### config.mk
export PLATFORM = sky130hd
export DESIGN_NAME = s_axi_regfile
export DESIGN_NICKNAME = d
export VERILOG_FILES = /design/src/rtl/s_axi_pkg.sv /design/src/rtl/s_axi_reg_bank.sv /design/src/rtl/s_axi_regfile.sv
export SDC_FILE = /design/constraint.sdc
export NUM_CORES = 1
export LEC_CHECK = 0
export CAP_MARGIN = 20
export CELL_PAD_IN_SITES_DETAIL_PLACEMENT = 0
export CELL_PAD_IN_SITES_GLOBAL_PLACEMENT = 2
export CORE_ASPECT_RATIO = 0.7
export CORE_UTILIZATION = 35
export DETAILED_ROUTE_END_ITERATION = 6
export PLACE_DENSITY = 0.78
export SETUP_SLACK_MARGIN = 0.1
export SLEW_MARGIN = 0
export SYNTH_ARGS = -nofsm -noshare
export SYNTH_HDL_FRONTEND = slang
export SYNTH_HIERARCHICAL = 1
export SYNTH_SLANG_ARGS = --single-unit
### constraint.sdc
create_clock -name aclk_i -period 3.36 [get_ports aclk_i]
set_input_delay 0.504 -clock aclk_i [delete_from_list [all_inputs] [get_ports aclk_i]]
set_output_delay 0.504 -clock aclk_i [all_outputs]
set_load 0.02 [all_outputs]
### src/rtl/s_axi_pkg.sv
// Shared response codes and FSM state types for the s_axi_regfile AXI4-Lite slave.
package s_axi_pkg;

  localparam logic [1:0] OKAY   = 2'b00;
  localparam logic [1:0] SLVERR = 2'b10;

  typedef enum logic [1:0] {
    W_IDLE,
    W_ADDR,
    W_DATA,
    W_RESP
  } wr_state_e;

  typedef enum logic {
    R_IDLE,
    R_RESP
  } rd_state_e;

endpackage

### src/rtl/s_axi_reg_bank.sv
// Register storage for s_axi_regfile: byte-strobed write port with a one-cycle
// write pulse per register, plus a combinational read mux.
module s_axi_reg_bank #(
  parameter int NUM_REGS = 16,
  parameter int IDX_W    = $clog2(NUM_REGS)
) (
  input  logic                   aclk_i,
  input  logic                   aresetn_i,
  input  logic                   wr_en,
  input  logic [IDX_W-1:0]       wr_idx,
  input  logic [31:0]            wr_data,
  input  logic [3:0]             wr_strb,
  input  logic [IDX_W-1:0]       rd_idx,
  output logic [31:0]            rd_data,
  output logic [NUM_REGS*32-1:0] regs,
  output logic [NUM_REGS-1:0]    reg_wr
);

  logic [31:0] regs_q [NUM_REGS];

  // The pulse fires on every in-range commit, even when no strobe bit is set.
  always_ff @(posedge aclk_i or negedge aresetn_i) begin
    if (!aresetn_i) begin
      for (int k = 0; k < NUM_REGS; k++) regs_q[k] <= '0;
      reg_wr <= '0;
    end else begin
      reg_wr <= '0;
      if (wr_en) begin
        reg_wr[wr_idx] <= 1'b1;
        for (int b = 0; b < 4; b++) begin
          if (wr_strb[b]) regs_q[wr_idx][8*b +: 8] <= wr_data[8*b +: 8];
        end
      end
    end
  end

  always_comb begin
    rd_data = '0;
    if ({1'b0, rd_idx} < (IDX_W+1)'(NUM_REGS)) rd_data = regs_q[rd_idx];
  end

  for (genvar k = 0; k < NUM_REGS; k++) begin : g_flat
    assign regs[32*k +: 32] = regs_q[k];
  end

endmodule

### src/rtl/s_axi_regfile.sv
// AXI4-Lite slave exposing NUM_REGS 32-bit registers to the fabric.
// Define S_AXI_PROT_CHECK_EN to reject unprivileged (prot[0]=0) accesses with SLVERR.
module s_axi_regfile
  import s_axi_pkg::*;
#(
  parameter int NUM_REGS = 16,
  parameter int ADDR_W   = 32
) (
  input  logic                   aclk_i,
  input  logic                   aresetn_i,
  input  logic                   awvalid_i,
  output logic                   awready_o,
  input  logic [ADDR_W-1:0]      awaddr_i,
  input  logic [2:0]             awprot_i,
  input  logic                   wvalid_i,
  output logic                   wready_o,
  input  logic [31:0]            wdata_i,
  input  logic [3:0]             wstrb_i,
  output logic                   bvalid_o,
  input  logic                   bready_i,
  output logic [1:0]             bresp_o,
  input  logic                   arvalid_i,
  output logic                   arready_o,
  input  logic [ADDR_W-1:0]      araddr_i,
  input  logic [2:0]             arprot_i,
  output logic                   rvalid_o,
  input  logic                   rready_i,
  output logic [31:0]            rdata_o,
  output logic [1:0]             rresp_o,
  output logic [NUM_REGS*32-1:0] regs_o,
  output logic [NUM_REGS-1:0]    reg_wr_o
);

  localparam int IDX_W = $clog2(NUM_REGS);
  localparam logic [ADDR_W-1:0] ADDR_LIMIT = ADDR_W'(NUM_REGS*4);

  wr_state_e        w_state;
  rd_state_e        r_state;
  logic [IDX_W-1:0] aw_idx_q;
  logic             aw_err_q;
  logic [31:0]      wdata_q;
  logic [3:0]       wstrb_q;
  logic             aw_hs, w_hs, ar_hs, commit;
  logic             aw_err_now, ar_err_now;
  logic [IDX_W-1:0] commit_idx;
  logic             commit_err;
  logic [31:0]      commit_data;
  logic [3:0]       commit_strb;
  logic [31:0]      rd_data;
  logic             unused_prot;

  assign unused_prot = ^{awprot_i, arprot_i};

`ifdef S_AXI_PROT_CHECK_EN
  assign aw_err_now = (awaddr_i >= ADDR_LIMIT) | ~awprot_i[0];
  assign ar_err_now = (araddr_i >= ADDR_LIMIT) | ~arprot_i[0];
`else
  assign aw_err_now = (awaddr_i >= ADDR_LIMIT);
  assign ar_err_now = (araddr_i >= ADDR_LIMIT);
`endif

  assign aw_hs = awvalid_i & awready_o;
  assign w_hs  = wvalid_i & wready_o;
  assign ar_hs = arvalid_i & arready_o;

  // Commit on the edge where the second half of the AW/W pair arrives;
  // whichever half came first is taken from its latch.
  always_comb begin
    commit = 1'b0;
    unique case (w_state)
      W_IDLE:  commit = aw_hs & w_hs;
      W_ADDR:  commit = w_hs;
      W_DATA:  commit = aw_hs;
      default: commit = 1'b0;
    endcase
  end

  assign commit_idx  = (w_state == W_ADDR) ? aw_idx_q : awaddr_i[2 +: IDX_W];
  assign commit_err  = (w_state == W_ADDR) ? aw_err_q : aw_err_now;
  assign commit_data = (w_state == W_DATA) ? wdata_q  : wdata_i;
  assign commit_strb = (w_state == W_DATA) ? wstrb_q  : wstrb_i;

  always_ff @(posedge aclk_i or negedge aresetn_i) begin
    if (!aresetn_i) begin
      w_state   <= W_IDLE;
      awready_o <= 1'b0;
      wready_o  <= 1'b0;
      bvalid_o  <= 1'b0;
      bresp_o   <= OKAY;
      aw_idx_q  <= '0;
      aw_err_q  <= 1'b0;
      wdata_q   <= '0;
      wstrb_q   <= '0;
    end else begin
      if (commit) begin
        bvalid_o <= 1'b1;
        bresp_o  <= commit_err ? SLVERR : OKAY;
      end
      unique case (w_state)
        W_IDLE: begin
          if (aw_hs && w_hs) begin
            w_state   <= W_RESP;
            awready_o <= 1'b0;
            wready_o  <= 1'b0;
          end else if (aw_hs) begin
            aw_idx_q  <= awaddr_i[2 +: IDX_W];
            aw_err_q  <= aw_err_now;
            w_state   <= W_ADDR;
            awready_o <= 1'b0;
            wready_o  <= 1'b1;
          end else if (w_hs) begin
            wdata_q   <= wdata_i;
            wstrb_q   <= wstrb_i;
            w_state   <= W_DATA;
            awready_o <= 1'b1;
            wready_o  <= 1'b0;
          end else begin
            awready_o <= 1'b1;
            wready_o  <= 1'b1;
          end
        end
        W_ADDR: if (w_hs) begin
          w_state  <= W_RESP;
          wready_o <= 1'b0;
        end
        W_DATA: if (aw_hs) begin
          w_state   <= W_RESP;
          awready_o <= 1'b0;
        end
        W_RESP: if (bready_i) begin
          w_state   <= W_IDLE;
          bvalid_o  <= 1'b0;
          awready_o <= 1'b1;
          wready_o  <= 1'b1;
        end
        default: w_state <= W_IDLE;
      endcase
    end
  end

  // Read data is sampled from the bank before any same-edge write lands.
  always_ff @(posedge aclk_i or negedge aresetn_i) begin
    if (!aresetn_i) begin
      r_state   <= R_IDLE;
      arready_o <= 1'b0;
      rvalid_o  <= 1'b0;
      rdata_o   <= '0;
      rresp_o   <= OKAY;
    end else begin
      unique case (r_state)
        R_IDLE: begin
          if (ar_hs) begin
            r_state   <= R_RESP;
            arready_o <= 1'b0;
            rvalid_o  <= 1'b1;
            rdata_o   <= ar_err_now ? 32'h0 : rd_data;
            rresp_o   <= ar_err_now ? SLVERR : OKAY;
          end else begin
            arready_o <= 1'b1;
          end
        end
        R_RESP: if (rready_i) begin
          r_state   <= R_IDLE;
          rvalid_o  <= 1'b0;
          arready_o <= 1'b1;
        end
        default: r_state <= R_IDLE;
      endcase
    end
  end

  s_axi_reg_bank #(
    .NUM_REGS (NUM_REGS),
    .IDX_W    (IDX_W)
  ) u_bank (
    .aclk_i    (aclk_i),
    .aresetn_i (aresetn_i),
    .wr_en     (commit & ~commit_err),
    .wr_idx    (commit_idx),
    .wr_data   (commit_data),
    .wr_strb   (commit_strb),
    .rd_idx    (araddr_i[2 +: IDX_W]),
    .rd_data   (rd_data),
    .regs      (regs_o),
    .reg_wr    (reg_wr_o)
  );

endmodule

==> PnR_summary.wiki <==
{| class="wikitable"
! Metric !! Value
|-
| Starting density of the core || 35.4%
|-
| Crit Path Max Fanout || 9
|-
| Leading post-synthesis cells by cell area || sky130_fd_sc_hd__dfrtp_1 (55%), sky130_fd_sc_hd__mux2_2 (23%), sky130_fd_sc_hd__mux4_2 (10%), sky130_fd_sc_hd__a22oi_1 (1.7%), sky130_fd_sc_hd__a22o_1 (1.0%)
|-
| Share of the clock period used by the worst path || 93.0%
|-
| Clock share of power || 33.1%
|-
| Number of clock sinks seen by CTS || 611
|-
| Count of mapped cells out of synthesis || 1766
|-
| Internal Dissipation || 15.4 mW
|-
| Combined global-route utilization of all metal layers || 26.3%
|-
| Yosys top cell area share || 54.7%
|-
| Clock latency on the worst-skew pair || 610 ps
|-
| Number of standard-cell rows in the floorplan || 86
|-
| DRC violations left || 0
|-
| Slew @ Worst Pin || 825 ps
|-
| Area of the multi-input gates || 12100 um2
|-
| Global Route met1 Usage || 40.2%
|-
| Area of the die || 81000 um2
|-
| Worst VDD drop || 0.326 mV
|-
| Met2 capacity usage during global routing || 37.2%
|-
| Seq pwr share || 37.8%
|-
| Combinational cell fraction of total power || 29.2%
|-
| Number of antenna violations at the first check in global routing || 5
|-
| Met3 demand-to-capacity share in global routing || 6.09%
|-
| WP data required || 3840 ps
|-
| Ratio of cells with drive above 1 in the final layout || 40.3%
|-
| Pin count of the biggest net entering global routing || 99
|-
| Storage cell area || 15300 um2
|-
| Post-synthesis instance area || 27900 um2
|-
| Mean instance size in the synthesized netlist || 15.8 um2
|-
| CORE AREA || 78900 um2
|-
| Wirelength per Cell || 29.7 um
|-
| Kind of end point of the critical path || register
|-
| Clock-pin slew on the worst setup and hold paths || 60 ps
|-
| Placed wire-length estimate || 81.3 mm
|-
| Signed area change from the synthesized netlist to the final layout || 41.3%
|-
| Reg2reg setup slack || 240 ps
|-
| Net switching component of the power || 7.85 mW
|-
| RSZ-0062 raised after global routing || no
|-
| Leak || 17.9 nW
|-
| Number of buffers created by CTS || 66
|-
| Layout Skew || 20.8 ps
|-
| Total Nets Final || 2635
|-
| Outcome || finished clean
|-
| Initial DRC count || 1328
|-
| Dominant synthesized flop cell || sky130_fd_sc_hd__dfrtp_1
|-
| Net Sw Frac || 33.8%
|-
| Post-synth top area cell || sky130_fd_sc_hd__dfrtp_1
|-
| Slew HR || 45.0%
|-
| Async SR Flop Fraction || 100%
|-
| Cell count of the worst reg-to-reg path || 10
|-
| Clock tree from TritonCTS || built
|-
| Top-level port count || 682
|-
| Number of fillers in the final layout || 6712
|-
| Timing-limited maximum frequency || 320 MHz
|-
| Vias in the first global route || 19900
|-
| Root Buffer || sky130_fd_sc_hd__clkbuf_16
|-
| CTS Buffer Depth || 3
|-
| First-pass iteration count of the detailed router || 5
|-
| Number of slew-limit violations in the final report || 0
|-
| EDFF count, synth || 0
|-
| Hold depth || 2
|-
| Fin. Hold Viols || 0
|-
| Total routed wirelength || 108 mm
|-
| Ys Warns || 6
|-
| Most numerous cell types in the synthesized netlist || sky130_fd_sc_hd__dfrtp_1 (611), sky130_fd_sc_hd__mux2_2 (579), sky130_fd_sc_hd__mux4_2 (128)
|-
| Dominant cell by count in the synthesized netlist || sky130_fd_sc_hd__dfrtp_1
|-
| Number of setup buffers added after CTS || 0
|-
| Worst Hold Class || register to register
|-
| Power density of the placed cells || 588 nW/um2
|-
| Start-to-end type of the worst setup path || register to register
|-
| Number of vias after detailed routing || 19600
|-
| Die outline width || 340 um
|-
| Busiest grt layer || met1
|-
| Chip height || 238 um
|-
| Final core utilization || 50.0%
|-
| Number of maximum-capacitance constraint violations || 0
|-
| Endpoints failing setup || 0
|-
| Sequential-to-total area share from yosys stat || 54.7%
|-
| Period minus WS final || 3120 ps
|-
| First-pass GRT wire length || 153 mm
|-
| Setup_tns || 0 ps
|-
| Final estimated routing congestion in global placement || 0.878
|-
| Total number of H-tree levels || 3
|-
| Via/cell ratio || 5.40
|-
| Total grt overflow || 0
|-
| Kind of start point of the critical path || register
|-
| Synthesized flop and latch total || 611
|-
| Crit path arrival time || 3600 ps
|-
| Number of antenna-violating nets in the routed design || 0
|-
| Distinct cell type count after synthesis || 50
|-
| IO Port Bufs || 669
|}
layout make-up:
| cell class | count | share of cell area [%] |
|---|---|---|
| repair buffers | 795 | 21.4 |
| inverters | 4 | 0.0380 |
| multi-input cells | 1037 | 30.7 |
| clock inverters | 23 | 0.748 |
| clock buffers | 94 | 5.02 |
| well taps | 1056 | 3.35 |
| flip-flops and latches | 611 | 38.7 |
| diodes | 7 | 0.0444 |
critical path, cell delays in order (launching register included):
cell	delay (ps)
sky130_fd_sc_hd__dfrtp_1	460
sky130_fd_sc_hd__inv_1	190
sky130_fd_sc_hd__ha_2	280
sky130_fd_sc_hd__o41a_1	490
sky130_fd_sc_hd__nor3_4	280
sky130_fd_sc_hd__buf_12	210
sky130_fd_sc_hd__buf_12	140
sky130_fd_sc_hd__and4bb_2	280
sky130_fd_sc_hd__buf_4	150
sky130_fd_sc_hd__nand2_2	160
sky130_fd_sc_hd__mux2_2	340
power by group through the flow:
| stage | Clock (mW) | Combinational, mW | Sequential [mW] |
|---|---|---|---|
| 5_1_grt | 8.16 | 7.09 | 8.87 |
| 2_1_floorplan | 0 | 2.80 | 9.38 |
| 4_1_cts | 7.87 | 6.72 | 8.76 |
| 6_report | 7.68 | 6.77 | 8.77 |
| 3_5_place_dp | 0 | 6.70 | 8.89 |
| 3_3_place_gp | 0 | 6.59 | 8.83 |
path summary, 6_finish.rpt:
kind,start,end
max in group asynchronous,aresetn_i,u_bank/regs[191]
min in group asynchronous,aresetn_i,wdata_q[11]
max reg2reg,w_state[1],u_bank/regs[14]
min reg2reg,aw_err_q,aw_err_q
max,w_state[1],u_bank/regs[14]
min,aw_err_q,aw_err_q
through the flow:
| step | setup slack (ps) | cells | area, um2 | hold slack, ps | total power [mW] |
|---|---|---|---|---|---|
| floorplan | 472 | 1767 | 27900 | 208 | 12.2 |
| global placement | -271 | 3502 | 37200 | 462 | 15.4 |
| detailed placement | -260 | 3502 | 37200 | 465 | 15.6 |
| CTS | 107 | 3620 | 39400 | 443 | 23.3 |
| global route | 118 | 3620 | 39500 | 475 | 24.1 |
| finish | 237 | 3627 | 39500 | 474 | 23.2 |
sequential cells by signal, summed over array words and instances (netlist names), 2 cells and up:
signal         flops
rdata_o           32
w_state            2
aw_idx_q           4
u_bank/reg_wr     16
u_bank/regs      512
wstrb_q            4
wdata_q           32
repair_timing:
action,CTS,global route
resized for setup,0,2
setup endpoints to repair,0,263
hold endpoints to repair,54,0
hold buffers,1,0
layout by cell type, fill, tap and decap left out, drive strengths merged, types with 5 or more instances in the layout:
master | Yosys | routed
buf | 55 | 128
nand4b | 8 | 8
mux4 | 128 | 128
clkinv | 0 | 13
diode | 0 | 7
bufinv | 0 | 6
inv | 4 | 8
mux2 | 593 | 593
o21ai | 5 | 5
nor2b | 5 | 5
clkdlybuf4s50 | 0 | 666
nand2b | 7 | 7
ha | 7 | 7
nand4 | 7 | 7
nor2 | 73 | 73
nor4 | 11 | 11
dfrtp | 611 | 611
clkbuf | 60 | 94
a22o | 32 | 32
nand3 | 7 | 7
a22oi | 64 | 64
nand2 | 53 | 53
logic make-up (layout without fill, tap and decap cells):
family / Yosys count / count (layout) / synth area share [%]
adder cells (fa/ha/maj): 7 / 7 / 0.314
other: 1 / 9 / 0.0134
buffers and inverters: 119 / 916 / 2.11
multiplexers: 724 / 724 / 34.4
AND/OR/NAND/NOR: 191 / 191 / 5.31
AO/OA/AOI/OAI: 113 / 113 / 3.13
flip-flops: 611 / 611 / 54.7
metal layers:
metal,share of wire (%),up-vias
met3,6.9,121
met1,48,10600
li1,-,8171
met5,0,-
met4,2.3,0
met2,43,704
Power figures use the tool's default switching activity.
